<file path="config.mk">
export PLATFORM = sky130hd
export DESIGN_NAME = multi_project_harness_gen2
export DESIGN_NICKNAME = d
export VERILOG_FILES = /design/src/rtl/mph_pkg.sv /design/src/rtl/harness_switch_fsm.sv /design/src/rtl/multi_project_harness_gen2.sv
export SDC_FILE = /design/constraint.sdc
export NUM_CORES = 1
export LEC_CHECK = 0
export CAP_MARGIN = 10
export CORE_AREA = 2 2 326 328
export CTS_CLUSTER_DIAMETER = 60
export DETAILED_ROUTE_END_ITERATION = 16
export DIE_AREA = 0 0 328 330
export SKIP_CTS_REPAIR_TIMING = 1
export SYNTH_ARGS = -nofsm -noshare
export SYNTH_HDL_FRONTEND = slang
export SYNTH_SLANG_ARGS = --single-unit
</file>
<file path="constraint.sdc">
create_clock -name wb_clk_i -period 6.6 [get_ports wb_clk_i]
set_input_delay 1.32 -clock wb_clk_i [delete_from_list [all_inputs] [get_ports wb_clk_i]]
set_output_delay 1.32 -clock wb_clk_i [all_outputs]
set_load 0.01 [all_outputs]
</file>
<file path="src/rtl/mph_pkg.sv">
// Shared definitions for the multi-project pad harness: register map, window
// geometry, switch FSM states and STATUS layout.
package mph_pkg;

    localparam logic [7:0] OFF_ACTIVE = 8'h00;
    localparam logic [7:0] OFF_OEB_LO = 8'h04;
    localparam logic [7:0] OFF_OEB_HI = 8'h08;
    localparam logic [7:0] OFF_STATUS = 8'h0C;

    // 0x100 window stride: page 0 is the harness, page k+1 is project k
    localparam int WIN_SHIFT = 8;

    localparam int ST_SWITCHING = 0;
    localparam int ST_TARGET_LSB = 8;
    localparam int ST_NPROJ_LSB = 16;

    typedef enum logic {
        IDLE,
        GUARD
    } sw_state_t;

    typedef struct packed {
        logic        we;
        logic [3:0]  sel;
        logic [31:0] adr;
        logic [31:0] dat;
    } wb_req_t;

    function automatic logic [31:0] status_word(input logic sw, input logic [7:0] tgt,
                                                input logic [7:0] np);
        logic [31:0] w;
        w = '0;
        w[ST_SWITCHING] = sw;
        w[ST_TARGET_LSB +: 8] = tgt;
        w[ST_NPROJ_LSB +: 8] = np;
        return w;
    endfunction

endpackage

</file>
<file path="src/rtl/harness_switch_fsm.sv">
// Project switch controller: latches the requested target and holds the guard
// window for GUARD_CYCLES+1 clocks before committing it as the active project.
module harness_switch_fsm
    import mph_pkg::*;
#(
    parameter int GUARD_CYCLES = 16
) (
    input  logic       clk,
    input  logic       rst,
    input  logic       req,
    input  logic [7:0] req_id,
    output logic       switching,
    output logic [7:0] active_id,
    output logic [7:0] target_id
);

    localparam int CW = $clog2(GUARD_CYCLES + 1);

    sw_state_t     state;
    logic [CW-1:0] cnt;

    // A request always wins, so a write mid-guard restarts the full window.
    always_ff @(posedge clk or posedge rst) begin
        if (rst) begin
            state     <= GUARD;
            cnt       <= CW'(GUARD_CYCLES);
            target_id <= '0;
            active_id <= '0;
        end else if (req) begin
            state     <= GUARD;
            cnt       <= CW'(GUARD_CYCLES);
            target_id <= req_id;
        end else if (state == GUARD) begin
            if (cnt == '0) begin
                active_id <= target_id;
                state     <= IDLE;
            end else begin
                cnt <= cnt - 1'b1;
            end
        end
    end

    assign switching = (state == GUARD);

endmodule

</file>
<file path="src/rtl/multi_project_harness_gen2.sv">
// Wishbone-controlled pad mux selecting one of NUM_PROJ user projects, with a
// guarded switch-over, OEB registers, status read-back and per-project windows.
module multi_project_harness_gen2
    import mph_pkg::*;
#(
    parameter int          NUM_PROJ     = 8,
    parameter int          IO_PADS      = 38,
    parameter logic [31:0] BASE_ADDR    = 32'h3000_0000,
    parameter int          GUARD_CYCLES = 16
) (
    input  logic                         wb_clk_i,
    input  logic                         wb_rst_i,
    input  logic                         wbs_stb_i,
    input  logic                         wbs_cyc_i,
    input  logic                         wbs_we_i,
    input  logic [3:0]                   wbs_sel_i,
    input  logic [31:0]                  wbs_adr_i,
    input  logic [31:0]                  wbs_dat_i,
    output logic                         wbs_ack_o,
    output logic [31:0]                  wbs_dat_o,
    input  logic [IO_PADS-1:0]           io_in,
    output logic [IO_PADS-1:0]           io_out,
    output logic [IO_PADS-1:0]           io_oeb,
    output logic [NUM_PROJ*IO_PADS-1:0]  proj_io_in,
    input  logic [NUM_PROJ*IO_PADS-1:0]  proj_io_out,
    output logic [NUM_PROJ-1:0]          proj_reset,
    output logic [NUM_PROJ-1:0]          proj_wb_update
);

    localparam int HI_W = IO_PADS - 32;
    localparam int PW   = 32 - WIN_SHIFT;

    wb_req_t       req_in;
    logic          valid, hit, wr, is_reg;
    logic [31:0]   rel;
    logic [PW-1:0] page;
    logic [7:0]    off;

    assign req_in = '{we: wbs_we_i, sel: wbs_sel_i, adr: wbs_adr_i, dat: wbs_dat_i};
    assign valid  = wbs_cyc_i & wbs_stb_i;
    assign rel    = req_in.adr - BASE_ADDR;
    assign page   = rel[31:WIN_SHIFT];
    assign off    = rel[WIN_SHIFT-1:0];
    assign is_reg = (page == '0);
    // Masking with the current ack keeps acks from landing on back-to-back cycles.
    assign hit    = valid & ~wbs_ack_o & (page <= PW'(NUM_PROJ));
    assign wr     = hit & req_in.we;

    logic       sw_req, switching;
    logic [7:0] active_id, target_id;

    assign sw_req = wr & is_reg & (off == OFF_ACTIVE) & req_in.sel[0];

    harness_switch_fsm #(
        .GUARD_CYCLES(GUARD_CYCLES)
    ) u_fsm (
        .clk       (wb_clk_i),
        .rst       (wb_rst_i),
        .req       (sw_req),
        .req_id    (req_in.dat[7:0]),
        .switching (switching),
        .active_id (active_id),
        .target_id (target_id)
    );

    logic [31:0]     oeb_lo;
    logic [HI_W-1:0] oeb_hi;

    always_ff @(posedge wb_clk_i or posedge wb_rst_i) begin
        if (wb_rst_i) begin
            oeb_lo <= '1;
            oeb_hi <= '1;
        end else if (wr && is_reg && req_in.sel == 4'hF) begin
            if (off == OFF_OEB_LO) oeb_lo <= req_in.dat;
            if (off == OFF_OEB_HI) oeb_hi <= req_in.dat[HI_W-1:0];
        end
    end

    logic [31:0] rdata;

    always_comb begin
        rdata = '0;
        if (is_reg) begin
            case (off)
                OFF_ACTIVE: rdata = {24'h0, active_id};
                OFF_OEB_LO: rdata = oeb_lo;
                OFF_OEB_HI: rdata = 32'(oeb_hi);
                OFF_STATUS: rdata = status_word(switching, target_id, 8'(NUM_PROJ));
                default:    rdata = '0;
            endcase
        end
    end

    logic [NUM_PROJ-1:0] upd_next;

    always_ff @(posedge wb_clk_i or posedge wb_rst_i) begin
        if (wb_rst_i) begin
            wbs_ack_o      <= 1'b0;
            wbs_dat_o      <= '0;
            proj_wb_update <= '0;
        end else begin
            wbs_ack_o      <= hit;
            wbs_dat_o      <= (hit && !req_in.we) ? rdata : '0;
            proj_wb_update <= upd_next;
        end
    end

    // Pad routing: only the committed project, and only outside the guard.
    logic route_ok;
    logic [NUM_PROJ-1:0]              lane_sel;
    logic [NUM_PROJ-1:0][IO_PADS-1:0] lane_in, lane_out, lane_drv;

    assign route_ok = ~switching && (active_id < 8'(NUM_PROJ));
    assign lane_out = proj_io_out;

    genvar k;
    generate
        for (k = 0; k < NUM_PROJ; k++) begin : g_lane
            assign upd_next[k] = wr && (page == PW'(k + 1));
            assign lane_sel[k] = route_ok && (active_id == 8'(k));
            assign lane_in[k]  = lane_sel[k] ? io_in : '0;
            assign lane_drv[k] = lane_sel[k] ? lane_out[k] : '0;
        end
    endgenerate

    assign proj_io_in = lane_in;
    assign proj_reset = ~lane_sel;
    assign io_oeb     = route_ok ? {oeb_hi, oeb_lo} : '1;

    always_comb begin
        io_out = '0;
        for (int i = 0; i < NUM_PROJ; i++) io_out |= lane_drv[i];
    end

endmodule
</file>
==> reports/qor.csv <==
stage;metric;value;unit
timing;RSZ-0062 raised after global routing;false;
detailed_routing;DRT Wirelength;82.3;mm
synth;Area contributors post-synth;dfrtp_1, and2_1, dfstp_2;
layout;cell area after layout;19500;sq um
clock_tree;Clock Tree Buf Depth;2;
worst_setup_path;CP max-delay cell;dfrtp_4;
timing;worst clock skew;0.0112;ns
timing;final worst slack;1.21;ns
synth;number of synthesized register bits;101;
layout;nets;2254;
detailed_routing;DRC;0;
floorplan;Die Y;330;um
clock_tree;CTS tree;built;
detailed_routing;routed vias/inst;3.67;
detailed_routing;Iter 0 DRT Violations;645;
place;placed cells;3217;
place;GP Congestion;0.902;
grt;grt ovf;0;
floorplan;# IOs;844;
timing;fmax;185;MHz
layout;post-route insts no fill;3250;
synth;Net Count, Synth;1479;
layout;fillcell total;11700;
worst_setup_path;CP Cell Sequence;and2_1 -> and3_2 -> buf_4 -> nand2_1 -> o21ai_0 -> clkdlybuf4s50_1;
grt;GRT Overall Usage;0.144;
synth;dominant cell type by area after synthesis;dfrtp_1;
worst_setup_path;CP arrival;4.07;ns
layout;combined area of the multi-input logic cells;6120;sq um
place;HPWL after detailed placement;70.0;mm
grt;largest net degree at the start of global routing;71;
detailed_routing;DR vias;11900;
clock_tree;Sink Count;101;
clock_tree;Clock transition at path regs;0.08;ns
floorplan;Die ar.;108000;sq um
power;Pwr Total;1.65;mW
floorplan;Rows;119;
synth;main flop type after synthesis;dfrtp_1;
timing;endpoints failing setup;0;
timing;post-route minimum period;5.39;ns
grt;initial antenna violation count;39;
floorplan;die span in x;328;um
worst_setup_path;worst path required time;5.28;ns
timing;Worst Tran Pin Value;1.08;ns
power;maximum vdd drop;0.110;mV
timing;worst hold slack;0.537;ns
job;maxcap violations;0;
timing;Final Hold Viols;0;
floorplan;Starting Density;0.0869;
worst_setup_path;Critical Path Source Type;flip-flop;
worst_setup_path;cell family with most CP delay;simple AND/OR/NAND/NOR gates;
layout;Reg area;2590;sq um
synth;post-synthesis async set-or-reset flop share;1.00;
floorplan;Core Area;105000;sq um
power;PwrDens;84.5;nW/um^2
timing;fin crit share;0.817;
clock_tree;clk_lat worst skew;0.36;ns
synth;sequential-to-total area share from yosys stat;0.283;
worst_setup_path;Critical Path Fanout Max;39;
synth;Synth warnings;0;
layout;fraction of layout cells with a size suffix above 1;0.109;
synth;Post-synth EDFFs;0;
timing;Final TNS setup;0;ns
detailed_routing;WL/cell;25.3;um
synth;Synth Cell Area;9090;sq um
worst_setup_path;Max stage delay on crit path;0.82;ns
synth;Syn Area/Cell;8.56;sq um
timing;final slew viol count;0;
run_status;outcome;completed;
place;area post-placement;19100;sq um
synth;Synth top area share;0.168;
place;port bufs;843;
clock_tree;H-tree depth;3;
min_path;Min-Delay Path Class;reg -> reg;
worst_setup_path;Crit Path Class;reg -> out;
synth;Yosys cell types;51;
detailed_routing;Routed Antenna Nets;0;
clock_tree;cts bufs inserted;9;
power;leakage power;7.44;nW
timing;relative slew slack;0.278;
layout;Finished Core Util;0.186;
synth;Mapped Cells;1062;
grt;first-pass GRT wire length;106;mm
worst_setup_path;Worst Path Buf+Inv;2;
clock_tree;clk root buf;clkbuf_16;
layout;synthesis-to-layout area growth;114;%
worst_setup_path;critical path endpoint category;output pin;
place;pre-CTS WS;1.42;ns
detailed_routing;Pre-Repair DR Iteration Count;8;
grt;vias in the first global route;11700;
[placed cells by master (no fill, tap or decap), drive strengths merged, types with 8 or more instances in the layout]
cell / Yosys / layout
nand2: 49 / 49
nor4: 11 / 11
clkdlybuf4s50: 0 / 842
a21oi: 38 / 38
mux4: 22 / 22
diode: 0 / 17
a211oi: 10 / 10
nand2b: 46 / 46
mux2i: 49 / 49
dfstp: 40 / 40
buf: 24 / 28
nor3: 8 / 8
a22o: 22 / 22
nor3b: 17 / 17
mux2: 75 / 75
clkbuf: 82 / 11
and3: 119 / 119
a22oi: 19 / 19
and2: 195 / 195
nor2: 62 / 62
o21ai: 41 / 41
dfrtp: 61 / 61
nor2b: 9 / 9
inv: 13 / 15
[registers in the layout, indices dropped and copies added (netlist names), 5 cells and up]
name             flops
oeb_hi               6
oeb_lo              32
proj_wb_update       8
u_fsm.target_id      8
wbs_dat_o           32
u_fsm.active_id      8
u_fsm.cnt            5
[power breakdown]
group / internal [mW] / total [mW] / switching [mW]
Sequential: 0.620 / 0.620 / 0.0000132
Combinational: 0.294 / 0.475 / 0.180
Clock: 0.297 / 0.552 / 0.255
[cells in the mapped netlist, drive strengths merged, types with 4 or more instances]
cell type and count:
nor2 62, a22o 22, and3 119, nor3 8, a211oi 10, buf 24, dfrtp 61, clkbuf 82
inv 13, nor4 11, nand2 49, a22oi 19, a221oi 7, nor3b 17, nor2b 9, mux2 75
mux4 22, nand2b 46, a21oi 38, mux2i 49, nand3 6, dfstp 40, and2 195, o22ai 4
o21ai 41
[kinds of logic (layout without fill, tap and decap cells)]
logic type,count (synthesis),in the layout,synth area share
simple gates,538,538,0.346
compound gates,152,152,0.108
mux,146,146,0.205
buf+inv,119,899,0.0509
flops,101,101,0.283
xor+xnor,4,4,0.00385
fa+ha+maj,2,2,0.00275
other cells,0,17,0
[cell type report]
| cell class | instances | share of cell area |
|---|---|---|
| Antenna cell | 17 | 0.00218 |
| Clock buffer | 11 | 0.0120 |
| Clock inverter | 5 | 0.00308 |
| Inverter | 13 | 0.00263 |
| Multi-Input combinational cell | 842 | 0.314 |
| Sequential cell | 101 | 0.133 |
| Tap cell | 1391 | 0.0894 |
| Timing Repair Buffer | 870 | 0.444 |
[path summary, 6_finish.rpt]
| path | start | end | slack (ns) | cells after the start |
|---|---|---|---|---|
| max in group asynchronous | wb_rst_i | u_fsm.active_id[1] | 4.03 | 3 |
| worst min register to register | u_fsm.target_id[5] | u_fsm.active_id[5] | 0.54 | 1 |
| min in group asynchronous | wb_rst_i | proj_wb_update[2] | 1.50 | 2 |
| worst max register to register | wbs_ack_o | u_fsm.target_id[2] | 3.94 | 5 |
| worst min-delay path | u_fsm.target_id[5] | u_fsm.active_id[5] | 0.54 | 1 |
| worst max-delay path | u_fsm.active_id[0] | io_out[2] | 1.21 | 6 |
[per-layer routing]
| layer | track usage | routed length [um] | vias up |
|---|---|---|---|
| met4 | 0.0266 | 1020 | 24 |
| met1 | 0.178 | 33100 | 5832 |
| met2 | 0.242 | 39800 | 668 |
| met5 | 0 | 155 | - |
| li1 | - | - | 5312 |
| met3 | 0.0486 | 8210 | 85 |
Power figures use the tool's default switching activity.
